===== config.mk =====
export PLATFORM = sky130hd
export DESIGN_NAME = i2c_scl_gen
export DESIGN_NICKNAME = d
export VERILOG_FILES = /design/src/rtl/i2c_pkg.sv /design/src/rtl/i2c_scl_gen.sv
export SDC_FILE = /design/constraint.sdc
export NUM_CORES = 1
export LEC_CHECK = 0
export ABC_AREA = 1
export BUFFER_PORTS_ARGS = -buffer_cell sky130_fd_sc_hd__clkbuf_2
export CAP_MARGIN = 10
export CORE_UTILIZATION = 60
export CTS_BUF_LIST = sky130_fd_sc_hd__clkbuf_2
export CTS_CLUSTER_DIAMETER = 60
export CTS_CLUSTER_SIZE = 12
export DETAILED_ROUTE_END_ITERATION = 10
export GPL_ROUTABILITY_DRIVEN = 0
export PLACE_DENSITY_LB_ADDON = 0.25
export SLEW_MARGIN = 20
export SYNTH_ARGS = -nofsm -noshare
export SYNTH_HDL_FRONTEND = slang
export SYNTH_SLANG_ARGS = --single-unit
export TNS_END_PERCENT = 5

===== constraint.sdc =====
create_clock -name clk -period 2.6 [get_ports clk]
set_input_delay 0.52 -clock clk [delete_from_list [all_inputs] [get_ports clk]]
set_output_delay 0.52 -clock clk [all_outputs]
set_load 0.005 [all_outputs]

===== src/rtl/i2c_pkg.sv =====
// rtl/i2c_pkg.sv - shared state encoding and divisor limit for the I2C SCL generator
package i2c_pkg;

  typedef enum logic [1:0] {
    ST_IDLE    = 2'd0,
    ST_LOW     = 2'd1,
    ST_HIGH    = 2'd2,
    ST_STRETCH = 2'd3
  } state_t;

  // Smallest half-period that still keeps the four phase pulses in distinct cycles.
  localparam int MIN_DIV = 2;

endpackage


===== src/rtl/i2c_scl_gen.sv =====
// rtl/i2c_scl_gen.sv - I2C SCL clock generator with clock-stretch detection
// and registered phase pulses.
module i2c_scl_gen
  import i2c_pkg::*;
#(
  parameter int DIV_W   = 8,
  parameter int DIV_DEF = 8
) (
  input  logic             clk,
  input  logic             rst,
  input  logic             en,
  input  logic [DIV_W-1:0] div_val,
  input  logic             scl_in,
  output logic             scl_out,
  output logic             scl_fall_p,
  output logic             scl_rise_p,
  output logic             mid_low_p,
  output logic             mid_high_p,
  output logic             stretch,
  output logic             busy
);

  state_t           state, state_n;
  logic [DIV_W-1:0] cnt, cnt_n;
  logic [DIV_W-1:0] d, d_n;
  logic [DIV_W-1:0] div_eff;

  assign div_eff = (div_val >= DIV_W'(MIN_DIV)) ? div_val : DIV_W'(DIV_DEF);

  always_comb begin
    state_n = state;
    cnt_n   = cnt;
    d_n     = d;
    case (state)
      ST_IDLE: begin
        cnt_n = '0;
        if (en) begin
          state_n = ST_LOW;
          d_n     = div_eff;
        end
      end
      ST_LOW: begin
        if (cnt == d - DIV_W'(1)) begin
          state_n = ST_HIGH;
          cnt_n   = '0;
        end else begin
          cnt_n = cnt + DIV_W'(1);
        end
      end
      ST_HIGH: begin
        // A slave holding SCL low is only recognised in the first high cycle.
        if (!scl_in && cnt == '0) begin
          state_n = ST_STRETCH;
        end else if (cnt == d - DIV_W'(1)) begin
          cnt_n = '0;
          if (en) begin
            state_n = ST_LOW;
            d_n     = div_eff;
          end else begin
            state_n = ST_IDLE;
          end
        end else begin
          cnt_n = cnt + DIV_W'(1);
        end
      end
      ST_STRETCH: begin
        if (scl_in) begin
          state_n = ST_HIGH;
          cnt_n   = '0;
        end
      end
      default: begin
        state_n = ST_IDLE;
        cnt_n   = '0;
      end
    endcase
  end

  // Outputs are derived from the next-state values so they line up with the registered state.
  always_ff @(posedge clk or posedge rst) begin
    if (rst) begin
      state      <= ST_IDLE;
      cnt        <= '0;
      d          <= DIV_W'(DIV_DEF);
      scl_out    <= 1'b1;
      scl_fall_p <= 1'b0;
      scl_rise_p <= 1'b0;
      mid_low_p  <= 1'b0;
      mid_high_p <= 1'b0;
      stretch    <= 1'b0;
      busy       <= 1'b0;
    end else begin
      state      <= state_n;
      cnt        <= cnt_n;
      d          <= d_n;
      scl_out    <= (state_n != ST_LOW);
      scl_fall_p <= (state_n == ST_LOW) && (state != ST_LOW);
      scl_rise_p <= (state_n == ST_HIGH) && (state == ST_LOW);
      mid_low_p  <= (state_n == ST_LOW) && (cnt_n == (d_n >> 1));
      mid_high_p <= (state_n == ST_HIGH) && (cnt_n == (d_n >> 1));
      stretch    <= (state_n == ST_STRETCH);
      busy       <= (state_n != ST_IDLE);
    end
  end

endmodule


==> metrics.cfg <==
[logic_synthesis]
ys_top_cells_by_area=dfrtp_1, nand2_1, inv_1
syn_nets=331
synth_common_cells=nand2_1, inv_1, nand3_1
ys_ff_latch=25
ys_seq_area_share_pct=30.3
async_reset_ff_share_pct=100
synthFlopType=dfrtp_1
ys_warn_count=0
synth_top_area_cell=dfrtp_1
ys_types=31
syn_avg_cell_area_um2=6.56
synth-edff-count=0
synth_area_um2=2070
syn_inst=316
yosysTopAreaCellShare_pct=27.8
yosysMostFrequentCell=nand2_1

[pwr]
net-switching-power_mw=1.38
seqPwrFrac_pct=28.4
clkPwrFrac_pct=6.2
swShare_pct=55.2
p_int_mw=1.12
combPwrFrac_pct=65.3
powerDensity_nw_per_um2=1040
ir_worst_vdd_mv=0.675
leakage_nw=1.33

[place]
dp_hpwl_mm=4.19
dp_cells=380
dpl_cell_area_um2=2240
numPortBuffers=18

[cts]
clockBufferDepth=2
htree_levels=1
root_buffer=clkbuf_2
cts_buffers=3
clk_pin_slew_ns=0.24
cts_tree=built
clock_latency_ns=0.36
cts_num_sinks=25

[sta]
hold_viol=0
setup_viol=0
max_freq_ghz=0.406
clock_skew_ns=0.0142
maxSlewViolCount=0
slew_headroom_pct=70.4
worst_pin_slew_ns=0.444
min_period_over_period_pct=94.7
period_needed_ns=2.46
rsz0062_at_grt=true

[setup_path]
r2r_slack_ns=0.14
startpoint=d[0]$_DFFE_PP0P_
crit_top_cell=nand2_1
crit_chain=inv_4, ha_4, nand2_4, nor2_2, nand2_1, nand2_2, inv_2, nor2_4, nand2_4, nor2_8, nand3_4, buf_6, nand2_1, nand3_2, nand3_2, nand2_1, nor2_2, nand2_2, nor3_2
critPathLaunchType=flip-flop
required_ns=2.92
endpoint_kind=flip-flop
reg2reg_from=d[0]$_DFFE_PP0P_
slowest_delay_ns=0.50
critPathArrivalTime_ns=2.78
endpoint=mid_high_p$_DFF_PP0_
crit_slowest_cell=dfrtp_2
path_class=flip-flop to flip-flop
ff2ff_path_depth=19
r2r-end=mid_high_p$_DFF_PP0_
path_max_fanout=7

[global_route]
grt_pass1_vias=2011
antenna_found_initial=0
grt_max_degree=26
track_usage_pct=33.0
overflow=0
grt_pass1_wl_mm=8.89

[routing]
drc=0
vias_per_cell=5.44
num_vias=2127
dr.first_iter.drc_count=176
drtPass1Iterations=4
wire_per_inst_um=13.9
drtAntennaViolNets=0
routed_wl_mm=5.42

[floorplan]
die_h_um=60.8
die_width_um=60.8
initial_core_util_pct=65.8
rows=20
num_io_pins=19
coreArea_um2=3150
die-area_um2=3690

[cells_and_area]
diodes=0
post-route-util_pct=76.2
instances_no_fill=391
fin_nets=363
areaGrowthSynthToFinish_pct=15.8
final_area_um2=2400
drive_above_1_share_pct=31.1

[hold_path]
hp-class=input port to async pin

[outcome]
status=completed

[run]
cap_violations=0

[cell type report]
cell class / instances / area (um2)
inverter: 54 / 205
multi-input combinational: 234 / 1310
clock buffer: 3 / 15.0
clock inverter: 1 / 5.00
timing repair buffer: 30 / 184
sequential: 25 / 631
tap: 44 / 55.1
fill: 255 / 752
[stage by stage]
step | hold slack, ns | setup TNS, ns | power [mW] | setup slack, ns
2_1_floorplan | 0.531 | 0 | 1.80 | 0.485
3_3_place_gp | 0.562 | 0 | 2.12 | 0.255
3_5_place_dp | 0.569 | 0 | 2.17 | 0.170
4_1_cts | 0.158 | 0 | 2.32 | 0.129
5_1_grt | 0.149 | -0.126 | 2.71 | -0.0675
6_report | 0.139 | 0 | 2.49 | 0.137
[cells in the final DEF (no fill, tap or decap), drive strengths merged, types with 3 or more instances in the layout]
| master | Yosys | final |
|---|---|---|
| nand3 | 31 | 31 |
| o22ai | 3 | 3 |
| clkbuf | 1 | 21 |
| xor2 | 5 | 5 |
| o21ai | 13 | 13 |
| nor3 | 6 | 6 |
| nand2 | 117 | 117 |
| nor2 | 34 | 34 |
| dfrtp | 23 | 23 |
| inv | 54 | 54 |
| nand4 | 12 | 12 |
| ha | 3 | 3 |
| a21oi | 6 | 6 |
| buf | 2 | 12 |
[critical path, delay by kind of cell (launching register included)]
family                   cells  cell delay [ns]
AND/OR/NAND/NOR             15             1.45
adder cells (fa/ha/maj)      1             0.17
buffers and inverters        3             0.29
flip-flops                   1             0.50
[sequential cells by signal (all words and copies together) (netlist names)]
| register | flops |
|---|---|
| stretch | 1 |
| scl_out | 1 |
| scl_rise_p | 1 |
| cnt | 8 |
| mid_low_p | 1 |
| scl_fall_p | 1 |
| state | 2 |
| d | 8 |
| mid_high_p | 1 |
| busy | 1 |
[worst min-delay path by stage]
stage	startpoint	to	slack (ns)	cells past startpoint
floorplan	d[0]$_DFFE_PP0P_	d[0]$_DFFE_PP0P_	0.53	2
global placement	rst	stretch$_DFF_PP0_	0.56	3
detailed placement	d[0]$_DFFE_PP0P_	d[0]$_DFFE_PP0P_	0.57	2
CTS	rst	d[4]$_DFF_PP0_	0.16	3
global route	rst	d[4]$_DFF_PP0_	0.15	3
finish	rst	d[4]$_DFF_PP0_	0.14	3
[per-layer routing]
metal / share of wire [%] / routed length [um] / GRT usage, %
met5: 0 / 0 / 0
met4: 1.7 / 94 / 11.0
met3: 8.7 / 472 / 4.90
met2: 49 / 2680 / 58.1
met1: 40 / 2170 / 41.4
[kinds of logic after synthesis]
kind of cell | share of synthesized area, %
adder cells (fa/ha/maj) | 1.81
flip-flops | 30.3
AND/OR/NAND/NOR | 48.9
XOR/XNOR | 2.53
buffers and inverters | 10.4
AO/OA/AOI/OAI | 6.04
[power by group through the flow]
stage	registers, mW	clock network (mW)	logic, mW
4_1_cts	0.692	0.154	1.47
3_5_place_dp	0.701	0	1.46
2_1_floorplan	0.643	0	1.16
6_report	0.708	0.156	1.63
5_1_grt	0.722	0.169	1.82
3_3_place_gp	0.696	0	1.43
[repair_timing]
| item | 4_1_cts | 5_1_grt |
|---|---|---|
| hold buffers | 0 | 0 |
| endpoints found under the hold margin | 0 | 0 |
| setup endpoints to repair | 0 | 2 |
| buffers inserted | 0 | 7 |
| resized for setup | 0 | 25 |
No activity file was read; power rests on OpenSTA's default activity.
